--- config.mk ---
export PLATFORM = sky130hd
export DESIGN_NAME = lcd8080_master
export DESIGN_NICKNAME = d
export VERILOG_FILES = /design/src/rtl/lcd8080_pkg.sv /design/src/rtl/lcd8080_strobe_timer.sv /design/src/rtl/lcd8080_master.sv
export SDC_FILE = /design/constraint.sdc
export NUM_CORES = 1
export LEC_CHECK = 0
export ABC_CLOCK_PERIOD_IN_PS = 2400
export BUFFER_PORTS_ARGS = -buffer_cell sky130_fd_sc_hd__buf_2
export CAP_MARGIN = 20
export CORE_AREA = 2 2 66 55
export DETAILED_ROUTE_END_ITERATION = 16
export DIE_AREA = 0 0 68 57
export GPL_TIMING_DRIVEN = 0
export PLACE_DENSITY = 0.73
export RECOVER_POWER = 50
export SLEW_MARGIN = 15
export SYNTH_ARGS = -nofsm -noshare
export SYNTH_HDL_FRONTEND = slang
export SYNTH_SLANG_ARGS = --single-unit
--- constraint.sdc ---
create_clock -name CLK -period 2.4 [get_ports CLK]
set_input_delay 0.48 -clock CLK [delete_from_list [all_inputs] [get_ports CLK]]
set_output_delay 0.48 -clock CLK [all_outputs]
set_load 0.01 [all_outputs]
--- src/rtl/lcd8080_pkg.sv ---
// Shared types and constants for the 8080-style LCD bus initiator.
package lcd8080_pkg;

  typedef enum logic [1:0] {
    ST_IDLE,
    ST_SETUP,
    ST_STROBE_LO,
    ST_STROBE_HI
  } lcd_state_e;

  localparam int unsigned WR_LO_DEF = 2;
  localparam int unsigned WR_HI_DEF = 2;
  localparam int unsigned RD_LO_DEF = 8;
  localparam int unsigned RD_HI_DEF = 4;

  localparam logic [7:0] CMD_CASET = 8'h2A;
  localparam logic [7:0] CMD_PASET = 8'h2B;
  localparam logic [7:0] CMD_RAMWR = 8'h2C;
  localparam logic [7:0] CMD_RDDID = 8'h04;
  localparam logic [7:0] CMD_RDDST = 8'h09;

  // Counter preload for a phase lasting w cycles.
  function automatic logic [3:0] width_load(input int unsigned w);
    return 4'(w - 1);
  endfunction

endpackage

--- src/rtl/lcd8080_strobe_timer.sv ---
// Strobe phase timer: 4-bit load/decrement counter flagging the last phase cycle.
module lcd8080_strobe_timer (
  input  logic       CLK,
  input  logic       nRST,
  input  logic       load,
  input  logic [3:0] load_val,
  output logic       last
);

  logic [3:0] cnt_q;

  always_ff @(posedge CLK or negedge nRST) begin
    if (!nRST) begin
      cnt_q <= '0;
    end else if (load) begin
      cnt_q <= load_val;
    end else if (cnt_q != '0) begin
      cnt_q <= cnt_q - 4'd1;
    end
  end

  assign last = (cnt_q == '0);

endmodule

--- src/rtl/lcd8080_master.sv ---
// Intel-8080-style LCD bus initiator: valid/ready requests in, CSn/RS/WRn/RDn strobes out.
// Define LCD8080_READ_EN to build the read path; otherwise reads are acknowledged with 0x00.
module lcd8080_master
  import lcd8080_pkg::*;
#(
  parameter int unsigned WR_LO_CYC = WR_LO_DEF,
  parameter int unsigned WR_HI_CYC = WR_HI_DEF,
  parameter int unsigned RD_LO_CYC = RD_LO_DEF,
  parameter int unsigned RD_HI_CYC = RD_HI_DEF
) (
  input  logic       CLK,
  input  logic       nRST,
  input  logic       REQ_VALID,
  output logic       REQ_READY,
  input  logic       REQ_RS,
  input  logic       REQ_RD,
  input  logic [7:0] REQ_DATA,
  output logic       RSP_VALID,
  output logic [7:0] RSP_DATA,
  output logic       BUSY,
  output logic       LCD_CSn,
  output logic       LCD_RS,
  output logic       LCD_WRn,
  output logic       LCD_RDn,
  output logic [7:0] LCD_DOUT,
  output logic       LCD_DOE,
  input  logic [7:0] LCD_DIN
);

  lcd_state_e state_q, state_d;
  logic       rs_q, rd_q;
  logic [7:0] data_q;
  logic       t_load, t_last;
  logic [3:0] t_val;
  logic       accept, do_bus;
  logic       nxt_rs, nxt_rd;
  logic [7:0] nxt_data;

  lcd8080_strobe_timer u_timer (
    .CLK      (CLK),
    .nRST     (nRST),
    .load     (t_load),
    .load_val (t_val),
    .last     (t_last)
  );

  assign REQ_READY = (state_q == ST_IDLE) || ((state_q == ST_STROBE_HI) && t_last);
  assign BUSY      = (state_q != ST_IDLE);
  assign accept    = REQ_VALID && REQ_READY;

`ifdef LCD8080_READ_EN
  assign do_bus = accept;
`else
  assign do_bus = accept && !REQ_RD;
`endif

  // Outputs are registered from the next state, so they must see the request being latched.
  assign nxt_rs   = do_bus ? REQ_RS   : rs_q;
  assign nxt_rd   = do_bus ? REQ_RD   : rd_q;
  assign nxt_data = do_bus ? REQ_DATA : data_q;

  always_comb begin
    state_d = state_q;
    t_load  = 1'b0;
    t_val   = '0;
    unique case (state_q)
      ST_IDLE: begin
        if (do_bus) state_d = ST_SETUP;
      end
      ST_SETUP: begin
        state_d = ST_STROBE_LO;
        t_load  = 1'b1;
        t_val   = rd_q ? width_load(RD_LO_CYC) : width_load(WR_LO_CYC);
      end
      ST_STROBE_LO: begin
        if (t_last) begin
          state_d = ST_STROBE_HI;
          t_load  = 1'b1;
          t_val   = rd_q ? width_load(RD_HI_CYC) : width_load(WR_HI_CYC);
        end
      end
      ST_STROBE_HI: begin
        if (t_last) state_d = do_bus ? ST_SETUP : ST_IDLE;
      end
      default: state_d = ST_IDLE;
    endcase
  end

  always_ff @(posedge CLK or negedge nRST) begin
    if (!nRST) begin
      state_q  <= ST_IDLE;
      rs_q     <= 1'b0;
      rd_q     <= 1'b0;
      data_q   <= '0;
      LCD_CSn  <= 1'b1;
      LCD_RS   <= 1'b0;
      LCD_WRn  <= 1'b1;
      LCD_DOE  <= 1'b0;
      LCD_DOUT <= '0;
    end else begin
      state_q <= state_d;
      if (do_bus) begin
        rs_q   <= REQ_RS;
        rd_q   <= REQ_RD;
        data_q <= REQ_DATA;
      end
      LCD_CSn <= (state_d == ST_IDLE);
      if (state_d != ST_IDLE) LCD_RS <= nxt_rs;
      LCD_WRn <= !((state_d == ST_STROBE_LO) && !nxt_rd);
      LCD_DOE <= (state_d != ST_IDLE) && !nxt_rd;
      if ((state_d != ST_IDLE) && !nxt_rd) LCD_DOUT <= nxt_data;
    end
  end

`ifdef LCD8080_READ_EN
  logic capture;

  assign capture = (state_q == ST_STROBE_LO) && t_last && rd_q;

  always_ff @(posedge CLK or negedge nRST) begin
    if (!nRST) begin
      LCD_RDn   <= 1'b1;
      RSP_VALID <= 1'b0;
      RSP_DATA  <= '0;
    end else begin
      LCD_RDn   <= !((state_d == ST_STROBE_LO) && nxt_rd);
      RSP_VALID <= capture;
      if (capture) RSP_DATA <= LCD_DIN;
    end
  end
`else
  logic unused_din;

  assign unused_din = ^LCD_DIN;
  assign LCD_RDn    = 1'b1;
  assign RSP_DATA   = '0;

  // Reads are swallowed at accept so the upstream still sees a response.
  always_ff @(posedge CLK or negedge nRST) begin
    if (!nRST) RSP_VALID <= 1'b0;
    else       RSP_VALID <= accept && REQ_RD;
  end
`endif

endmodule

==> results.toml <==
[setup_path]
arrival_ns = 2.52
cp_num_buf_inv = 1
crit_chain = "inv_2 > ha_4 > or3b_4 > or4_4 > o311ai_4 > a31oi_4 > mux2_4"
slowest_stage = "or4_4"
critical-path-top-delay-family = "simple AND/OR/NAND/NOR gates"
path_class = "register to register"
reg2regPathDepth = 7
crit_fanout = 6
end_kind = "register"
critPathRequiredTime_ns = 2.56
critical-path-max-stage-delay_ns = 0.51
startpoint_type = "register"
worst-path-stages = 7

[logic_synthesis]
synth_seq_cells = 29
ys_async_sr_fraction_pct = 100
syn-cell-area_mm2 = 0.00139
ys_types = 35
syn-instance-count = 112
synth_top_area_cell = "dfrtp_1"
synth_area_leaders = "dfrtp_1 (49%), mux2_2 (15%), ha_1 (5.4%)"
avgSynthCellArea_um2 = 12.4
netlist_top_cells_count = "dfrtp_1 (27), mux2_2 (18), buf_4 (9)"
synthFlopType = "dfrtp_1"
yosysTopAreaCellShare_pct = 48.6
synth_warnings = 0
synth_edf_count = 0
yosysSeqAreaShare_pct = 52.4
synth_most_common_cell = "dfrtp_1"

[detailed_routing]
vias_per_cell = 4.81
firstDrtPassIters = 5
drc_errors = 0
drtIter0Drc = 31
wl_per_cell_um = 13.2
num_vias = 957
ant_nets = 0
wirelength_um = 2630

[worst_hold_path]
hold_path_depth = 2
min_path_type = "input pin to register"

[placement]
placed_area_mm2 = 0.00160
port_buffers = 27
place_hpwl_um = 1790
gp_congestion = 0.713
post-place-ws_ns = -0.0671

[grt]
grt_pass1_wl_um = 4240
antenna_found_initial = 0
grt_usage_pct = 15.0
grt_use_met3_pct = 4.93
grt_max_degree = 30
gr-usage-met1_pct = 19.5
grtUsageMet2_pct = 23.0
grt_pass1_vias = 924
grt-ovfl-total = 0
top_usage_layer = "met2"

[clocking]
cts_hold_buffers = 0
cts_buffer_depth = 2
clkSinkCount = 29
cts_tree = "built"
htree_levels = 2
cts_inserted_buffers = 5
clock_insertion_delay_worst_skew_ns = 0.27
cts.clk_slew.worst_paths_ns = 0.06
cts_root_buffer = "clkbuf_8"

[finish]
design_area_mm2 = 0.00178
nNetsFinal = 183
antenna_cells = 0
synthToLayoutAreaGrowth_pct = 27.8
drive_gt1_share_pct = 45.9

[timing]
period_needed_ns = 2.35
max_freq_mhz = 425
fin_setup_tns_ns = 0
finalWorstSetupSlack_ns = 0.0460
slew_violations = 0
final_hold_viol_count = 0
slew_headroom_pct = 2.72
min_period_over_period_pct = 98.1
whs_ns = 0.447
setup_viol = 0
skew_ns = 0.00631
tightest_slew_ns = 1.46

[floorplanning]
die-area_mm2 = 0.00388
fp.coreArea_mm2 = 0.00328
rows = 19
boundaryPins = 45
fp.dieH_um = 57
die_x_um = 68
initial_core_util_pct = 42.4

[power]
ir_drop_mv = 0.691
power.total_w = 0.00229
p_per_area_mw_per_mm2 = 1290
power_leakage_nw = 0.851

[run_status]
status = "finished clean"

[job]
cap_violations = 0
-- timing repair --
item / 4_1_cts / 5_1_grt
endpoints found under the setup margin: 8 / 10
resized for setup: 6 / 6
pin swaps: 2 / 2
cloned: 1 / 0
setup buffers: 0 / 2
hold endpoints to repair: 0 / 0
-- stage by stage --
stage          std cells  utilization, %
2_1_floorplan        119               -
3_3_place_gp         188            48.9
3_5_place_dp         188            48.9
4_1_cts              197            53.5
5_1_grt              199            54.2
6_report             199            54.2
-- logic make-up after synthesis --
| logic type | share of synthesized area [%] |
|---|---|
| adder cells (fa/ha/maj) | 5.40 |
| flip-flops | 52.4 |
| XOR/XNOR | 0.630 |
| multiplexers | 14.6 |
| AO/OA/AOI/OAI | 8.28 |
| AND/OR/NAND/NOR | 11.4 |
| other | 0.540 |
| buffers and inverters | 6.75 |
-- cell usage in the layout, fill, tap and decap left out, types with 3 or more instances in the layout --
cell type / count
conb_1: 9
clkbuf_8: 7
dfrtp_1: 27
buf_4: 11
buf_2: 19
clkbuf_1: 8
inv_1: 5
nand3_1: 3
nand2_1: 6
ha_1: 4
mux2_2: 17
-- metal layers --
layer | wire (µm) | part of all wire [%]
met5 | 0 | 0
met4 | 32 | 1.2
met3 | 182 | 6.9
met2 | 1260 | 48
met1 | 1160 | 44
-- report_power, final --
group / total, W / internal [W] / leakage (nW) / switching [W]
clock: 0.000426 / 0.000258 / 0.0542 / 0.000167
combinational: 0.00104 / 0.000523 / 0.448 / 0.000516
sequential: 0.000824 / 0.000718 / 0.349 / 0.000106
-- cell type report --
cell class / count / area, µm²
Clock buffer: 7 / 96.3
Tap cell: 42 / 52.6
Buffer: 9 / 67.6
Inverter: 7 / 26.3
Clock inverter: 1 / 5.00
Timing Repair Buffer: 29 / 140
Fill cell: 314 / 1500
Multi-Input combinational cell: 75 / 661
Sequential cell: 29 / 728
-- worst register-to-register path: cells and delay by family (launching register included) --
family          cells  cell delay (ns)
buf+inv             1             0.09
mux                 1             0.34
compound gates      2             0.34
simple gates        2             0.92
fa+ha+maj           1             0.16
flops               1             0.40
-- path summary, 6_finish.rpt --
kind,startpoint,endpoint,slack [ns]
min in group asynchronous,nRST,LCD_DOUT[0]$_DFFE_PN0P_,0.54
worst min register to register,data_q[1]$_DFF_PN0_,data_q[1]$_DFF_PN0_,0.49
worst max-delay path,u_timer.cnt_q[0]$_DFFE_PN0P_,LCD_DOUT[5]$_DFFE_PN0P_,0.05
worst min-delay path,REQ_DATA[1],data_q[1]$_DFF_PN0_,0.45
max in group asynchronous,nRST,data_q[3]$_DFF_PN0_,1.00
worst max register to register,u_timer.cnt_q[0]$_DFFE_PN0P_,LCD_DOUT[5]$_DFFE_PN0P_,0.05
-- registers in the layout, summed over array words and instances, names as in the netlist --
register / cells
rd_q: 1
u_timer.cnt_q: 4
state_q: 2
data_q: 8
LCD_DOUT: 8
LCD_CSn: 1
LCD_DOE: 1
LCD_RS: 1
RSP_VALID: 1
LCD_WRn: 1
rs_q: 1
Note: power is estimated with default switching activity, not from simulation.
